## src/rtl/rll_pkg.sv

```systemverilog
// Shared types and helpers for the sequential key-locked datapath.
package rll_pkg;

    typedef enum logic [1:0] {
        UNKEYED = 2'd0,
        LOADING = 2'd1,
        ARMED   = 2'd2
    } rll_state_t;

    localparam int LOAD_CNT_W = 8;

    // Widest datapath the mask helper supports; callers zero-extend and truncate.
    localparam int MASK_MAX_W = 256;

    function automatic logic [MASK_MAX_W-1:0] build_mask(
        input logic [MASK_MAX_W-1:0] key,
        input logic [MASK_MAX_W-1:0] pol
    );
        return key ^ pol;
    endfunction

endpackage

```

## src/rtl/rll_key_shifter.sv

```systemverilog
// Serial key capture: LSB-first shadow register, bit counter and optional
// even-parity check on a trailing bit (RLL_KEY_PARITY_EN).
module rll_key_shifter
    import rll_pkg::*;
#(
    parameter int KEY_W = 16
) (
    input  logic             clk,
    input  logic             rst,
    input  logic             start,
    input  logic             shift_en,
    input  logic             bit_in,
    output logic             done,
    output logic             parity_ok,
    output logic [KEY_W-1:0] key_next
);

`ifdef RLL_KEY_PARITY_EN
    localparam int NBITS = KEY_W + 1;
`else
    localparam int NBITS = KEY_W;
`endif
    localparam int IDX_W = $clog2(NBITS + 1);

    logic [KEY_W-1:0] shadow;
    logic [IDX_W-1:0] bit_idx;
    logic             last_bit;

    assign last_bit = (bit_idx == IDX_W'(NBITS - 1));
    assign done     = shift_en && last_bit;

    // Shadow with the current bit merged in, so the FSM can commit on the same edge.
    always_comb begin
        key_next = shadow;
        for (int i = 0; i < KEY_W; i++) begin
            if (bit_idx == IDX_W'(i)) begin
                key_next[i] = bit_in;
            end
        end
    end

`ifdef RLL_KEY_PARITY_EN
    assign parity_ok = ((^shadow) == bit_in);
`else
    assign parity_ok = 1'b1;
`endif

    always_ff @(posedge clk) begin
        if (rst || start) begin
            shadow  <= '0;
            bit_idx <= '0;
        end else if (shift_en) begin
            shadow  <= key_next;
            bit_idx <= last_bit ? '0 : bit_idx + IDX_W'(1);
        end
    end

endmodule

```

## src/rtl/rll_seq_key_lock.sv

```systemverilog
// Sequential key-locked datapath: serial key load feeding XOR/XNOR key gates
// in front of a 2-stage valid/ready pipeline. Optional macro: RLL_KEY_PARITY_EN.
//
// state   | meaning
// UNKEYED | no valid key, datapath closed
// LOADING | shifting key bits into the shadow register
// ARMED   | key committed, datapath accepting words
module rll_seq_key_lock
    import rll_pkg::*;
#(
    parameter int               DATA_W  = 32,
    parameter int               KEY_W   = 16,
    parameter logic [KEY_W-1:0] KEY_POL = '0
) (
    input  logic                  clk,
    input  logic                  rst,
    input  logic                  key_start,
    input  logic                  key_valid,
    input  logic                  key_bit,
    output logic                  key_armed,
    output logic                  key_err,
    input  logic                  in_valid,
    output logic                  in_ready,
    input  logic [DATA_W-1:0]     in_data,
    output logic                  out_valid,
    input  logic                  out_ready,
    output logic [DATA_W-1:0]     out_data,
    output logic [LOAD_CNT_W-1:0] load_cnt
);

    rll_state_t        state;
    logic [KEY_W-1:0]  key_reg;
    logic [KEY_W-1:0]  key_next;
    logic              shift_en;
    logic              key_done;
    logic              key_parity_ok;
    logic [DATA_W-1:0] gate_mask;

    logic              s1_valid;
    logic [DATA_W-1:0] s1_data;
    logic              s2_valid;
    logic [DATA_W-1:0] s2_data;
    logic              s2_free;
    logic              s1_move;
    logic              s1_free;
    logic              in_fire;

    // A start in the same cycle discards the bit.
    assign shift_en = (state == LOADING) && key_valid && !key_start;

    rll_key_shifter #(
        .KEY_W (KEY_W)
    ) u_shifter (
        .clk       (clk),
        .rst       (rst),
        .start     (key_start),
        .shift_en  (shift_en),
        .bit_in    (key_bit),
        .done      (key_done),
        .parity_ok (key_parity_ok),
        .key_next  (key_next)
    );

    always_ff @(posedge clk) begin
        if (rst) begin
            state     <= UNKEYED;
            key_reg   <= '0;
            key_armed <= 1'b0;
            key_err   <= 1'b0;
            load_cnt  <= '0;
        end else if (key_start) begin
            state     <= LOADING;
            key_armed <= 1'b0;
            key_err   <= 1'b0;
        end else if (state == LOADING && key_done) begin
            if (key_parity_ok) begin
                state     <= ARMED;
                key_reg   <= key_next;
                key_armed <= 1'b1;
                if (load_cnt != '1) begin
                    load_cnt <= load_cnt + LOAD_CNT_W'(1);
                end
            end else begin
                state   <= UNKEYED;
                key_err <= 1'b1;
            end
        end
    end

    // Key bits map onto the low bits of the word; upper bits pass through.
    assign gate_mask = DATA_W'(build_mask(MASK_MAX_W'(key_reg), MASK_MAX_W'(KEY_POL)));

    assign s2_free   = !s2_valid || out_ready;
    assign s1_move   = s1_valid && s2_free;
    assign s1_free   = !s1_valid || s1_move;
    assign in_ready  = (state == ARMED) && s1_free;
    assign in_fire   = in_valid && in_ready;
    assign out_valid = s2_valid;
    assign out_data  = s2_data;

    always_ff @(posedge clk) begin
        if (rst) begin
            s1_valid <= 1'b0;
            s1_data  <= '0;
            s2_valid <= 1'b0;
            s2_data  <= '0;
        end else begin
            if (s2_free) begin
                s2_valid <= s1_valid;
                if (s1_valid) begin
                    s2_data <= s1_data;
                end
            end
            if (in_fire) begin
                s1_valid <= 1'b1;
                s1_data  <= in_data ^ gate_mask;
            end else if (s1_move) begin
                s1_valid <= 1'b0;
            end
        end
    end

endmodule
```

## config.mk

```make
export PLATFORM = sky130hd
export DESIGN_NAME = rll_seq_key_lock
export DESIGN_NICKNAME = d
export VERILOG_FILES = /design/src/rtl/rll_pkg.sv /design/src/rtl/rll_key_shifter.sv /design/src/rtl/rll_seq_key_lock.sv
export SDC_FILE = /design/constraint.sdc
export NUM_CORES = 1
export LEC_CHECK = 0
export ABC_AREA = 0
export BUFFER_PORTS_ARGS = -buffer_cell sky130_fd_sc_hd__buf_4
export CAP_MARGIN = 15
export CORE_MARGIN = 2
export CORE_UTILIZATION = 49
export DETAILED_ROUTE_END_ITERATION = 12
export PLACE_DENSITY_LB_ADDON = 0.25
export SLEW_MARGIN = 20
export SYNTH_ARGS = -nofsm -noshare
export SYNTH_HDL_FRONTEND = slang
export SYNTH_SLANG_ARGS = --single-unit
```

## constraint.sdc

```tcl
create_clock -name clk -period 1.6 [get_ports clk]
set_input_delay 0.16 -clock clk [delete_from_list [all_inputs] [get_ports clk]]
set_output_delay 0.16 -clock clk [all_outputs]
set_load 0.02 [all_outputs]
```

== After elaboration in Yosys (flattened, before gate mapping) ==
Index checks and enable logic that the tools add are counted.

* Bitwise logic cells: 2
* Add/sub/neg operators: 2
* Equal/unequal tests: 18
* Muxes and demuxes: 21
* Reductions and logical operators: 20

{| class="wikitable"
|+ Operators with widths
! operator !! count
|-
| 5-bit by 4-bit == test with 1-bit output (second input constant) || 8
|-
| 32-bit by 16-bit bitwise XOR with 32-bit output || 1
|-
| 5-bit by 3-bit == test with 1-bit output (second input constant) || 4
|-
| 1-bit two-way mux || 20
|-
| 5-bit by 2-bit == test with 1-bit output (second input constant) || 2
|-
| 8-bit by 1-bit adder with 8-bit output (second input constant) || 1
|-
| 8-bit != test (second input constant) || 1
|-
| 1-bit logical AND || 7
|-
| 5-bit by 1-bit adder with 5-bit output (second input constant) || 1
|-
| 5-bit by 1-bit == test with 1-bit output (second input constant) || 1
|-
| 5-bit zero test || 1
|-
| 5-bit two-way mux || 1
|-
| 2-bit AND reduction || 2
|-
| 2-bit nonzero test || 2
|-
| 1-bit zero test || 3
|-
| 1-bit logical OR || 3
|-
| 3-bit AND reduction || 1
|-
| 2-bit by 1-bit == test with 1-bit output (second input constant) || 1
|-
| 2-bit == test (second input constant) || 1
|-
| 2-bit OR reduction || 1
|-
| 1-bit NOT || 1
|}

* Register bits: 113
* Bits of input ports: 39

== Longest topological paths before layout ==
Gate-level depths: netlist of run 1.

* Depth after elaboration: 7
* Gate-level depth with buffers: 6
* Gate-level depth less buffers: 6

== Cells and area by module ==
Synthesis of run 1 repeated with hierarchy kept, for this count alone.

* Cells, all modules: 588
* Area, all modules: 5424.0 um2

{| class="wikitable"
|+ By module, submodules not included
! module !! times used !! cells an instance !! sequential area each (um2) !! area an instance (um2)
|-
| rll_seq_key_lock || 1 || 440 || 1881.8 || 4166.5
|-
| rll_key_shifter || 1 || 148 || 420.4 || 1257.5
|}

== Worst setup path after synthesis of run 1 ==
OpenSTA, ideal clock, no wires.

* Path kind: register to register
* Start: register u_shifter.bit_idx[0]
* End: register load_cnt[6]
* Period minus slack after synthesis: 1.656 ns
* Arrival: 1.585 ns
* Setup slack: -0.056 ns
* Cell stages (with the launch flop): 7
* Cells stage by stage: dfxtp_1 -> ha_1 -> and4b_1 -> buf_2 -> nand2_2 -> or4_1 -> a21oi_1

* Word-level cells in the longest chain between the ends: 4

{| class="wikitable"
|+ RTL lines
! item !! RTL line !! source
|-
| start, declared || rll_key_shifter.sv:26 || <nowiki>logic [IDX_W-1:0] bit_idx;</nowiki>
|-
| start signal, assigned || rll_key_shifter.sv:54 || <nowiki>bit_idx <= last_bit ? '0 : bit_idx + IDX_W'(1);</nowiki>
|-
| 5-bit by 4-bit == test with 1-bit output || rll_key_shifter.sv:29 || <nowiki>assign last_bit = (bit_idx == IDX_W'(NBITS - 1));</nowiki>
|-
| 1-bit logical AND || rll_key_shifter.sv:30 || <nowiki>assign done = shift_en && last_bit;</nowiki>
|-
| 1-bit logical AND || rll_seq_key_lock.sv:75 || <nowiki>end else if (state == LOADING && key_done) begin</nowiki>
|-
| 3-bit AND reduction (no source line) || - ||
|-
| end signal, assigned || rll_seq_key_lock.sv:81 || <nowiki>load_cnt <= load_cnt + LOAD_CNT_W'(1);</nowiki>
|-
| end, declared || rll_seq_key_lock.sv:28 || <nowiki>output logic [LOAD_CNT_W-1:0] load_cnt</nowiki>
|}

No other way between the ends.
A chain may end at the register's enable or synchronous reset.

== Worst setup path after layout of run 1 ==
* Start: register u_shifter.bit_idx[0]
* End: register key_reg[8]

* Word-level cells in the longest chain between the ends: 4
* Elaborated cells between the ends (all ways): 6
* Those cells by class: eq/ne (2); mux (1); reduce/logical (3)

{| class="wikitable"
|+ RTL lines
! item !! RTL line !! source
|-
| 5-bit by 4-bit == test with 1-bit output || rll_key_shifter.sv:29 ||
|-
| 1-bit logical AND || rll_key_shifter.sv:30 ||
|-
| 1-bit logical AND || rll_seq_key_lock.sv:75 ||
|-
| 2-bit AND reduction (no source line) || - ||
|-
| end signal, assigned || rll_seq_key_lock.sv:78 || <nowiki>key_reg <= key_next;</nowiki>
|-
| end, declared || rll_seq_key_lock.sv:32 || <nowiki>logic [KEY_W-1:0] key_reg;</nowiki>
|}

Several ways; a longest one is shown, not always the timed one.

==> impl_metrics.prom, run 1 <==
# TYPE chip_impl_metric gauge
chip_impl_info{name="synth_top_flop_cell",value="dfxtp_1"} 1
chip_impl_metric{name="postSynth.asyncResetShare",unit="%"} 0
chip_impl_metric{name="floorplan.core_area",unit="mm²"} 0.00872
chip_impl_metric{name="report.power.total",unit="mW"} 4.89
chip_impl_info{name="clk_root_buffer_cell",value="clkbuf_8"} 1
chip_impl_metric{name="dpl.hpwl",unit="µm"} 6600
chip_impl_info{name="worst_setup_path_end_kind",value="flop"} 1
chip_impl_metric{name="skew",unit="ns"} 0.0161
chip_impl_metric{name="track_usage",unit="%"} 20.0
chip_impl_metric{name="syn-num-nets",unit=""} 558
chip_impl_metric{name="maximum_number_of_pins_on_one_net_before_global_route_repair",unit=""} 66
chip_impl_metric{name="ys_warn_count",unit=""} 0
chip_impl_metric{name="netlist_instances",unit=""} 514
chip_impl_metric{name="worstSkewPairLatency",unit="ns"} 0.37
chip_impl_metric{name="initialDrtViolationCount",unit=""} 120
chip_impl_metric{name="drt_first_pass_iters",unit=""} 4
chip_impl_metric{name="timing.final.crit_share",unit="%"} 95.4
chip_impl_metric{name="routedWlPerCell",unit="µm"} 13.7
chip_impl_metric{name="number_of_global_route_vias_before_repair",unit=""} 3479
chip_impl_info{name="worstReg2RegEnd",value="key_reg[8]"} 1
chip_impl_metric{name="power.density_cell_area",unit="mW/mm²"} 879
chip_impl_metric{name="layout-area-overhead-vs-synth",unit="%"} 25.9
chip_impl_metric{name="final_net_count",unit=""} 638
chip_impl_metric{name="top_level_ports",unit=""} 83
chip_impl_metric{name="antenna_cells",unit=""} 0
chip_impl_metric{name="vias",unit=""} 3682
chip_impl_metric{name="synthMuxAreaShare",unit="%"} 3.62
chip_impl_metric{name="min_period",unit="ns"} 1.53
chip_impl_metric{name="gr-total-overflow",unit=""} 0
chip_impl_metric{name="synth_seq_area_share",unit="%"} 50.7
chip_impl_metric{name="post_drt_via_cell_ratio",unit=""} 5.21
chip_impl_metric{name="post_synth_and_or_nand_nor_area_fraction",unit="%"} 20.5
chip_impl_metric{name="finalHoldWorstSlack",unit="ns"} 0.0222
chip_impl_metric{name="irDropWorstVdd",unit="V"} 0.000384
chip_impl_info{name="worstSetupPathType",value="flop to flop"} 1
chip_impl_info{name="hp-class",value="primary input to flop"} 1
chip_impl_metric{name="syn_area_per_cell",unit="µm²"} 8.60
chip_impl_info{name="synth_top_family_by_area",value="simple AND/OR/NAND/NOR gates"} 1
chip_impl_metric{name="final-setup-viol-count",unit=""} 0
chip_impl_metric{name="maxClockFrequency",unit="MHz"} 655
chip_impl_metric{name="timing.reg2reg.worst_path_depth",unit=""} 7
chip_impl_metric{name="critical_path_required",unit="ns"} 1.83
chip_impl_metric{name="number_of_cells_on_the_worst_hold_path",unit=""} 3
chip_impl_metric{name="cp_data_arrival_time",unit="ns"} 1.75
chip_impl_metric{name="postRouteWirelength",unit="µm"} 9690
chip_impl_metric{name="hold_violations",unit=""} 0
chip_impl_metric{name="slew-limit-headroom",unit="%"} 54.1
chip_impl_metric{name="reg2reg_slack",unit="ns"} 0.07
chip_impl_metric{name="path_max_fanout",unit=""} 6
chip_impl_info{name="hold_path_end",value="s1_data[22]"} 1
chip_impl_info{name="min_from",value="in_data[22]"} 1
chip_impl_metric{name="antenna_found_initial",unit=""} 0
chip_impl_info{name="unrepaired_setup_endpoints_after_global_routing",value="true"} 1
chip_impl_metric{name="floorplan.die_area",unit="mm²"} 0.00980
chip_impl_metric{name="portBuffers",unit=""} 81
chip_impl_metric{name="post_synth_fa_ha_maj_area_fraction",unit="%"} 1.41
chip_impl_metric{name="post_synth_instance_area",unit="mm²"} 0.00442
chip_impl_metric{name="setup_tns",unit="ns"} 0
chip_impl_metric{name="ant_nets",unit=""} 0
chip_impl_metric{name="total_leakage_power",unit="nW"} 1.98
chip_impl_metric{name="drc",unit=""} 0
chip_impl_metric{name="synth-edff-count",unit=""} 0
chip_impl_metric{name="cts-buffers-inserted",unit=""} 9
chip_impl_metric{name="worstMarginPinSlew",unit="ns"} 0.688
chip_impl_metric{name="chipHeight",unit="µm"} 99.0
chip_impl_metric{name="yosys_register_bits",unit=""} 112
chip_impl_metric{name="wire_length_of_the_first_global_routing_pass",unit="µm"} 16100
chip_impl_info{name="run_status",value="finished clean"} 1
chip_impl_metric{name="gpl.final_weighted_congestion",unit=""} 0.773
chip_impl_metric{name="xor_xnor_share_of_the_synthesized_area",unit="%"} 3.76
chip_impl_metric{name="cts-root-to-sink-buffers",unit=""} 2
chip_impl_metric{name="row_count",unit=""} 34
chip_impl_info{name="timing.critical_path.from_type",value="flop"} 1
chip_impl_metric{name="report.final.slew_viol_count",unit=""} 0
chip_impl_metric{name="die_w",unit="µm"} 99.0
chip_impl_metric{name="clkSinkCount",unit=""} 112
chip_impl_info{name="r2r-start",value="u_shifter.bit_idx[0]"} 1
chip_impl_metric{name="netlist-cell-type-count",unit=""} 42
chip_impl_metric{name="floorplan.initialDensity",unit="%"} 50.7
chip_impl_metric{name="ctsHtreeMaxLevel",unit=""} 3
chip_impl_metric{name="drv_cap",unit=""} 0
chip_impl_metric{name="layout-drive-gt1-share",unit="%"} 24.9
chip_impl_info{name="tritoncts_clock_tree",value="yes"} 1
chip_impl_metric{name="path_clk_slew",unit="ns"} 0.11
chip_impl_metric{name="synth_compound_area_share",unit="%"} 16.0
chip_impl_metric{name="cts-hold-fix-buffers",unit=""} 0
[cell usage in the layout, fill, tap and decap left out, drive strengths merged, types with 2 or more instances in the layout]
cell / instances
dfxtp: 112
bufinv: 2
buf: 106
nor2: 70
o21ai: 4
and4b: 2
nand3: 3
clkbuf: 10
nand2: 103
or3: 4
xnor2: 16
xor2: 3
a21oi: 56
mux2i: 16
ha: 5
nand2b: 7
a211oi: 46
nor2b: 2
inv: 6
nor3: 7
[what timing repair did]
action | CTS | global route
pin swaps | 1 | 7
endpoints found under the setup margin | 3 | 21
resized for setup | 2 | 21
setup buffers | 1 | 4
[layer usage]
layer	track usage, %	part of all wire (%)
met5	0	0
met1	25.7	46
met3	3.19	3.8
met4	6.01	0.85
met2	34.5	49
[how the worst max path moves through the flow]
stage	from	end	slack, ns	cells after the start
floorplan	u_shifter.bit_idx[0]	load_cnt[6]	0.02	6
global placement	u_shifter.bit_idx[0]	load_cnt[6]	0.03	5
detailed placement	u_shifter.bit_idx[0]	load_cnt[6]	-0.02	5
CTS	u_shifter.bit_idx[0]	load_cnt[6]	0.01	5
global route	u_shifter.bit_idx[0]	key_reg[2]	-0.05	7
finish	u_shifter.bit_idx[0]	key_reg[8]	0.07	7
[cell families after synthesis]
kind of cell | Yosys count
flip-flops | 112
other | 1
multiplexers | 16
adder cells (fa/ha/maj) | 5
AND/OR/NAND/NOR | 208
buffers and inverters | 40
XOR/XNOR | 19
AO/OA/AOI/OAI | 113
[Yosys cell counts, types with 2 or more instances]
| cell type | count | area share (%) |
|---|---|---|
| dfxtp_1 | 112 | 51 |
| nand2_1 | 102 | 8.7 |
| nor2_1 | 70 | 5.9 |
| a21oi_1 | 56 | 6.3 |
| a211oi_1 | 46 | 7.8 |
| clkbuf_1 | 26 | 2.2 |
| mux2i_1 | 16 | 3.6 |
| xnor2_1 | 16 | 3.2 |
| nand2b_1 | 7 | 0.99 |
| nor3_1 | 6 | 0.68 |
| buf_2 | 5 | 0.57 |
| ha_1 | 5 | 1.4 |
| o21ai_0 | 4 | 0.45 |
| or3_1 | 4 | 0.57 |
| buf_1 | 3 | 0.25 |
| inv_1 | 3 | 0.25 |
| nand3_1 | 3 | 0.34 |
| xor2_1 | 3 | 0.59 |
| and4b_1 | 2 | 0.45 |
| buf_4 | 2 | 0.34 |
| nor2b_1 | 2 | 0.28 |
[critical path: stages (launching register included)]
cell and delay [ns]:
dfxtp_2 0.34, buf_4 0.15, inv_1 0.08, ha_1 0.15, nand2b_1 0.12, nor2_1 0.18
mux2i_1 0.27, a211oi_1 0.11
[power by group]
group	switching [mW]	leakage (nW)	internal, mW	total (mW)
clock	0.968	0.113	0.909	1.88
sequential	0.00489	0.903	2.79	2.80
combinational	0.113	0.960	0.104	0.217
[area by class of cell]
type	count	area, µm²
clock buffers	10	128
clock inverters	6	97.6
fillers	772	3150
inverters	3	11.3
multi-input cells	362	2100
flip-flops and latches	112	2240
well taps	108	135
repair buffers	106	853
[stage by stage]
stage	cells	util (%)	cell area (µm²)	setup WS, ns
floorplan	514	-	4430	0.0193
global placement	686	59.9	5220	0.0346
detailed placement	686	59.9	5220	-0.0192
CTS	703	62.5	5450	0.0103
global route	707	63.8	5570	-0.0465
finish	707	63.8	5570	0.0731
(Power assumes the default switching activity.)
==> run 2: changes to the inputs <==
- BUFFER_PORTS_ARGS: -buffer_cell sky130_fd_sc_hd__buf_4 -> unset
- CORE_UTILIZATION: 49 -> 55
- DONT_BUFFER_PORTS: unset -> 1
==> run 2 against run 1 <==
  * Clock-buffer cell count unchanged
  * Largest power group unchanged
  * Clock power about the same
  * Worst hold slack worse by 0.18 ns
  * Maximum frequency down 2.2%
  * Non-clock buffer count down 74
  * Critical endpoint is now u_shifter.bit_idx[3]
  * The flow now finishes with violations (hold timing)
  * Largest cell class unchanged
  * Cell area down 11%
  * Sequential power about the same
  * Register-to-register slack worse by 0.03 ns
  * Combinational power down 58%
  * First-iteration DRC count up 5.0%
  * Die area down 10%
  * Power down 2.3%
==> impl_metrics.prom, run 2 (synthesis gave the netlist of run 1 again) <==
# TYPE chip_impl_metric gauge
chip_impl_metric{name="track_usage",unit="%"} 20.9
chip_impl_info{name="worstSetupPathType",value="flop to flop"} 1
chip_impl_metric{name="postRouteWirelength",unit="µm"} 9160
chip_impl_metric{name="number_of_global_route_vias_before_repair",unit=""} 3127
chip_impl_metric{name="path_max_fanout",unit=""} 4
chip_impl_metric{name="die_w",unit="µm"} 93.7
chip_impl_metric{name="wire_length_of_the_first_global_routing_pass",unit="µm"} 14700
chip_impl_metric{name="skew",unit="ns"} 0.0116
chip_impl_metric{name="path_clk_slew",unit="ns"} 0.10
chip_impl_metric{name="chipHeight",unit="µm"} 93.7
chip_impl_metric{name="min_period",unit="ns"} 1.56
chip_impl_info{name="layout.cells.most_common",value="dfxtp_1"} 1
chip_impl_metric{name="power.share.combinational",unit="%"} 1.9
chip_impl_metric{name="power.share.sequential",unit="%"} 58.5
chip_impl_metric{name="cts-buffers-inserted",unit=""} 9
chip_impl_metric{name="floorplan.die_area",unit="mm²"} 0.00877
chip_impl_metric{name="power.switching",unit="mW"} 1.01
chip_impl_metric{name="routedWlPerCell",unit="µm"} 14.6
chip_impl_metric{name="power.density_cell_area",unit="mW/mm²"} 962
chip_impl_info{name="run_status",value="finished with violations"} 1
chip_impl_info{name="violations",value="hold timing"} 1
chip_impl_metric{name="antenna_found_initial",unit=""} 0
chip_impl_metric{name="initialDrtViolationCount",unit=""} 126
chip_impl_metric{name="drv_cap",unit=""} 0
chip_impl_metric{name="dpl.hpwl",unit="µm"} 6150
chip_impl_metric{name="regArea",unit="mm²"} 0.00224
chip_impl_metric{name="layout-drive-gt1-share",unit="%"} 12.0
chip_impl_info{name="worst_setup_path_end_kind",value="flop"} 1
chip_impl_metric{name="cp_data_arrival_time",unit="ns"} 1.84
chip_impl_metric{name="maxClockFrequency",unit="MHz"} 640
chip_impl_metric{name="report.final.slew_viol_count",unit=""} 0
chip_impl_metric{name="drt_first_pass_iters",unit=""} 4
chip_impl_metric{name="setup_tns",unit="ns"} 0
chip_impl_metric{name="maximum_number_of_pins_on_one_net_before_global_route_repair",unit=""} 93
chip_impl_metric{name="multi_input_area",unit="mm²"} 0.00206
chip_impl_metric{name="ant_nets",unit=""} 0
chip_impl_metric{name="irDropWorstVdd",unit="V"} 0.000503
chip_impl_info{name="unrepaired_setup_endpoints_after_global_routing",value="true"} 1
chip_impl_metric{name="post_layout_nonfiller_instances",unit=""} 626
chip_impl_metric{name="critical_path_required",unit="ns"} 1.88
chip_impl_metric{name="post_drt_via_cell_ratio",unit=""} 5.48
chip_impl_metric{name="final_net_count",unit=""} 564
chip_impl_info{name="tritoncts_clock_tree",value="yes"} 1
chip_impl_metric{name="hold_violations",unit=""} 90
chip_impl_metric{name="ctsHtreeMaxLevel",unit=""} 3
chip_impl_info{name="clk_root_buffer_cell",value="clkbuf_8"} 1
chip_impl_metric{name="total_leakage_power",unit="nW"} 1.60
chip_impl_metric{name="cts-hold-fix-buffers",unit=""} 1
chip_impl_metric{name="portBuffers",unit=""} 0
chip_impl_metric{name="worstSkewPairLatency",unit="ns"} 0.37
chip_impl_metric{name="power.share.switching",unit="%"} 21.1
chip_impl_metric{name="gr-total-overflow",unit=""} 0
chip_impl_info{name="hp-class",value="primary input to flop"} 1
chip_impl_metric{name="antenna_cells",unit=""} 0
chip_impl_metric{name="clkSinkCount",unit=""} 112
chip_impl_metric{name="drc",unit=""} 0
chip_impl_metric{name="fillCellCount",unit=""} 671
chip_impl_metric{name="floorplan.initialDensity",unit="%"} 56.9
chip_impl_metric{name="finalHoldWorstSlack",unit="ns"} -0.153
chip_impl_metric{name="layout-area-overhead-vs-synth",unit="%"} 12.5
chip_impl_metric{name="post-place-cells",unit=""} 609
chip_impl_metric{name="timing.final.crit_share",unit="%"} 97.6
chip_impl_metric{name="power.share.clock",unit="%"} 39.6
chip_impl_metric{name="cell_internal_pwr",unit="mW"} 3.77
chip_impl_info{name="timing.critical_path.from_type",value="flop"} 1
chip_impl_metric{name="vias",unit=""} 3432
chip_impl_metric{name="top_level_ports",unit=""} 83
chip_impl_metric{name="gpl.final_weighted_congestion",unit=""} 0.826
chip_impl_metric{name="final-setup-viol-count",unit=""} 0
chip_impl_metric{name="row_count",unit=""} 32
chip_impl_metric{name="cts-root-to-sink-buffers",unit=""} 2
chip_impl_metric{name="floorplan.core_area",unit="mm²"} 0.00777
chip_impl_info{name="final_cell_mix",value="110 x dfxtp_1, 101 x nand2_1, 70 x nor2_1"} 1
## run 2: worst max-delay path, stage by stage (launching register included)
cell,delay (ns)
dfxtp_2,0.35
ha_4,0.16
and4b_2,0.24
buf_4,0.14
buf_4,0.13
a31o_2,0.21
a311oi_2,0.25
## run 2: repair_timing
item / CTS / global route
gates resized for setup: 1 / 8
setup buffers: 0 / 1
hold endpoints to repair: 91 / 90
pin swaps: 0 / 2
setup endpoints to repair: 1 / 18
## run 2: metrics by stage
stage	util [%]	setup slack (ns)	hold WS [ns]	power [mW]	area [µm²]
4_1_cts	63.5	0.00976	-0.172	4.82	4930
5_1_grt	64.0	-0.0198	-0.179	4.94	4970
3_5_place_dp	60.4	0.0107	0.235	2.95	4690
6_report	64.0	0.0387	-0.153	4.78	4970
3_3_place_gp	60.4	0.0382	0.234	2.95	4690
2_1_floorplan	-	0.0193	0.296	2.97	4430
## run 2: final cells by class
| type | count | share of cell area, % |
|---|---|---|
| inverter | 3 | 0.226 |
| clock buffer | 10 | 2.77 |
| tap | 102 | 2.57 |
| clock inverter | 5 | 1.79 |
| sequential | 112 | 45.1 |
| timing repair buffer | 32 | 6.14 |
| multi-input combinational | 362 | 41.4 |
## run 2: power groups by stage
stage | Sequential [mW] | Clock [mW] | Combinational, mW
after global routing | 2.80 | 2.04 | 0.0991
after floorplan | 2.86 | 0 | 0.103
after global placement | 2.86 | 0 | 0.0868
after CTS | 2.80 | 1.93 | 0.0894
final | 2.80 | 1.89 | 0.0903
after detailed placement | 2.86 | 0 | 0.0889
## run 2: path summary, 6_finish.rpt
kind / startpoint / end / slack (ns) / cells after the start
max: u_shifter.bit_idx[0] / u_shifter.bit_idx[3] / 0.04 / 6
min: rst / load_cnt[6] / -0.15 / 1
max reg2reg: u_shifter.bit_idx[0] / u_shifter.bit_idx[3] / 0.04 / 6
min reg2reg: s1_data[31] / out_data[31] / 0.44 / 2
## run 2: metal layers
| layer | up-vias | wire length [µm] | GRT usage, % |
|---|---|---|---|
| met5 | - | 0 | 0 |
| met4 | 0 | 140 | 7.49 |
| li1 | 1751 | - | - |
| met2 | 63 | 4370 | 34.1 |
| met1 | 1605 | 4140 | 26.6 |
| met3 | 13 | 501 | 5.86 |
==> run 3: changes to the inputs <==
--- a/config.mk
+++ b/config.mk
@@ -13,5 +13,5 @@
 export DONT_BUFFER_PORTS = 1
 export PLACE_DENSITY_LB_ADDON = 0.25
-export SLEW_MARGIN = 20
+export SLEW_MARGIN = 10
 export SYNTH_ARGS = -nofsm -noshare
 export SYNTH_HDL_FRONTEND = slang
==> constraint.sdc (replaced) <==
create_clock -name clk -period 1.6 [get_ports clk]
set_input_delay 0.16 -clock clk [delete_from_list [all_inputs] [get_ports clk]]
set_output_delay 0.16 -clock clk [all_outputs]
set_load 0.1 [all_outputs]
==> run 3 against run 2 <==
  * The run still ends with hold timing left
  * Sequential power about the same
  * Non-clock buffer count increased by 30
  * Global-route usage increased by 0.72 points
  * Clock skew decreased by 0.0019 ns
  * Sequential cell count unchanged
  * Critical path depth decreased by 1
  * Clock power decreased by 9%
  * Highest routed layer unchanged
==> impl_metrics.prom, run 3 (synthesis gave the netlist of run 1 again) <==
# TYPE chip_impl_metric gauge
chip_impl_info{name="clk_root_buffer_cell",value="clkbuf_8"} 1
chip_impl_metric{name="drc",unit=""} 0
chip_impl_info{name="unrepaired_setup_endpoints_after_global_routing",value="true"} 1
chip_impl_metric{name="final_net_count",unit=""} 594
chip_impl_info{name="layout.cells.most_common",value="nand2_1"} 1
chip_impl_metric{name="routedWlPerCell",unit="µm"} 14.3
chip_impl_metric{name="path_max_fanout",unit=""} 4
chip_impl_metric{name="post_drt_via_cell_ratio",unit=""} 5.39
chip_impl_metric{name="floorplan.initialDensity",unit="%"} 56.9
chip_impl_metric{name="number_of_global_route_vias_before_repair",unit=""} 3277
chip_impl_metric{name="post_layout_nonfiller_instances",unit=""} 657
chip_impl_metric{name="drt_first_pass_iters",unit=""} 5
chip_impl_metric{name="report.final.slew_viol_count",unit=""} 0
chip_impl_metric{name="min_period",unit="ns"} 1.57
chip_impl_metric{name="maxClockFrequency",unit="MHz"} 638
chip_impl_metric{name="cts-root-to-sink-buffers",unit=""} 2
chip_impl_metric{name="timing.final.crit_share",unit="%"} 98.0
chip_impl_metric{name="post-place-cells",unit=""} 639
chip_impl_metric{name="worstSkewPairLatency",unit="ns"} 0.37
chip_impl_info{name="timing.critical_path.from_type",value="flop"} 1
chip_impl_metric{name="setup_tns",unit="ns"} 0
chip_impl_metric{name="portBuffers",unit=""} 0
chip_impl_metric{name="finalHoldWorstSlack",unit="ns"} -0.161
chip_impl_metric{name="postRouteWirelength",unit="µm"} 9380
chip_impl_metric{name="power.density_cell_area",unit="mW/mm²"} 878
chip_impl_metric{name="skew",unit="ns"} 0.00969
chip_impl_metric{name="chipHeight",unit="µm"} 93.7
chip_impl_metric{name="cp_data_arrival_time",unit="ns"} 1.87
chip_impl_metric{name="vias",unit=""} 3543
chip_impl_metric{name="final_area",unit="mm²"} 0.00525
chip_impl_info{name="hp-class",value="primary input to flop"} 1
chip_impl_info{name="run_status",value="finished with violations"} 1
chip_impl_metric{name="ctsHtreeMaxLevel",unit=""} 3
chip_impl_metric{name="floorplan.core_area",unit="mm²"} 0.00777
chip_impl_metric{name="maximum_number_of_pins_on_one_net_before_global_route_repair",unit=""} 93
chip_impl_metric{name="die_w",unit="µm"} 93.7
chip_impl_metric{name="layout-area-overhead-vs-synth",unit="%"} 18.8
chip_impl_metric{name="critical_path_required",unit="ns"} 1.90
chip_impl_info{name="final_cell_mix",value="101 x nand2_1, 100 x dfxtp_1, 67 x nor2_1"} 1
chip_impl_metric{name="ant_nets",unit=""} 0
chip_impl_metric{name="dpl.hpwl",unit="µm"} 6450
chip_impl_metric{name="track_usage",unit="%"} 21.6
chip_impl_metric{name="report.power.total",unit="mW"} 4.61
chip_impl_metric{name="wire_length_of_the_first_global_routing_pass",unit="µm"} 15100
chip_impl_metric{name="gr-total-overflow",unit=""} 0
chip_impl_metric{name="gpl.final_weighted_congestion",unit=""} 0.830
chip_impl_info{name="tritoncts_clock_tree",value="yes"} 1
chip_impl_metric{name="utilization",unit="%"} 67.6
chip_impl_info{name="worstSetupPathType",value="flop to flop"} 1
chip_impl_metric{name="placed_cell_area",unit="mm²"} 0.00496
chip_impl_metric{name="clkSinkCount",unit=""} 112
chip_impl_metric{name="initialDrtViolationCount",unit=""} 145
chip_impl_metric{name="antenna_cells",unit=""} 0
chip_impl_metric{name="hold_violations",unit=""} 90
chip_impl_metric{name="irDropWorstVdd",unit="V"} 0.000485
chip_impl_metric{name="top_level_ports",unit=""} 83
chip_impl_metric{name="cts-buffers-inserted",unit=""} 9
chip_impl_metric{name="final-setup-viol-count",unit=""} 0
chip_impl_metric{name="path_clk_slew",unit="ns"} 0.10
chip_impl_metric{name="cts-hold-fix-buffers",unit=""} 1
chip_impl_info{name="violations",value="hold timing"} 1
chip_impl_metric{name="total_leakage_power",unit="nW"} 1.77
chip_impl_metric{name="antenna_found_initial",unit=""} 0
chip_impl_metric{name="row_count",unit=""} 32
chip_impl_metric{name="floorplan.die_area",unit="mm²"} 0.00877
chip_impl_metric{name="drv_cap",unit=""} 0
chip_impl_info{name="worst_setup_path_end_kind",value="flop"} 1
chip_impl_metric{name="layout-drive-gt1-share",unit="%"} 20.5
-- run 3: what timing repair did --
action	4_1_cts	5_1_grt
endpoints found under the hold margin	91	90
setup buffers	0	1
setup endpoints to repair	3	20
pin swaps	0	1
gates resized for setup	3	15
-- run 3: stage by stage --
stage	setup slack [ns]	hold WS (ns)
CTS	0.0255	-0.171
global route	-0.0321	-0.174
floorplan	0.000521	0.296
global placement	0.0695	0.226
detailed placement	-0.00733	0.227
finish	0.0315	-0.161
-- run 3: area by class of cell --
type / count / area [µm²]
Fill cell: 644 / 2520
Inverter: 3 / 11.3
Multi-Input combinational cell: 362 / 2090
Tap cell: 102 / 128
Clock inverter: 6 / 75.1
Clock buffer: 10 / 128
Sequential cell: 112 / 2270
Timing Repair Buffer: 62 / 547
-- run 3: final timing paths --
kind                   startpoint      endpoint  slack [ns]  cells after the start
max          u_shifter.bit_idx[0]   load_cnt[6]        0.03                      5
min                           rst   load_cnt[5]       -0.16                      1
max reg2reg  u_shifter.bit_idx[0]   load_cnt[6]        0.03                      5
min reg2reg           s1_data[31]  out_data[31]        0.45                      2
-- run 3: worst max-delay path: stages, from the launching register on --
cell     delay, ns
dfxtp_2       0.34
ha_2          0.18
and4b_2       0.28
nand2_2       0.08
or4_1         0.50
a21oi_1       0.12
-- run 3: metal layers --
metal  GRT usage [%]  share of wire [%]
met1            27.0                 45
met2            36.8                 48
met3            5.06                5.4
met4            7.37                1.6
met5               0                  0
-- run 3: power breakdown --
group	total (mW)	internal, mW	leakage, nW	switching [mW]
combinational	0.0987	0.0436	0.759	0.0551
sequential	2.79	2.78	0.911	0.00609
clock	1.72	0.756	0.105	0.967
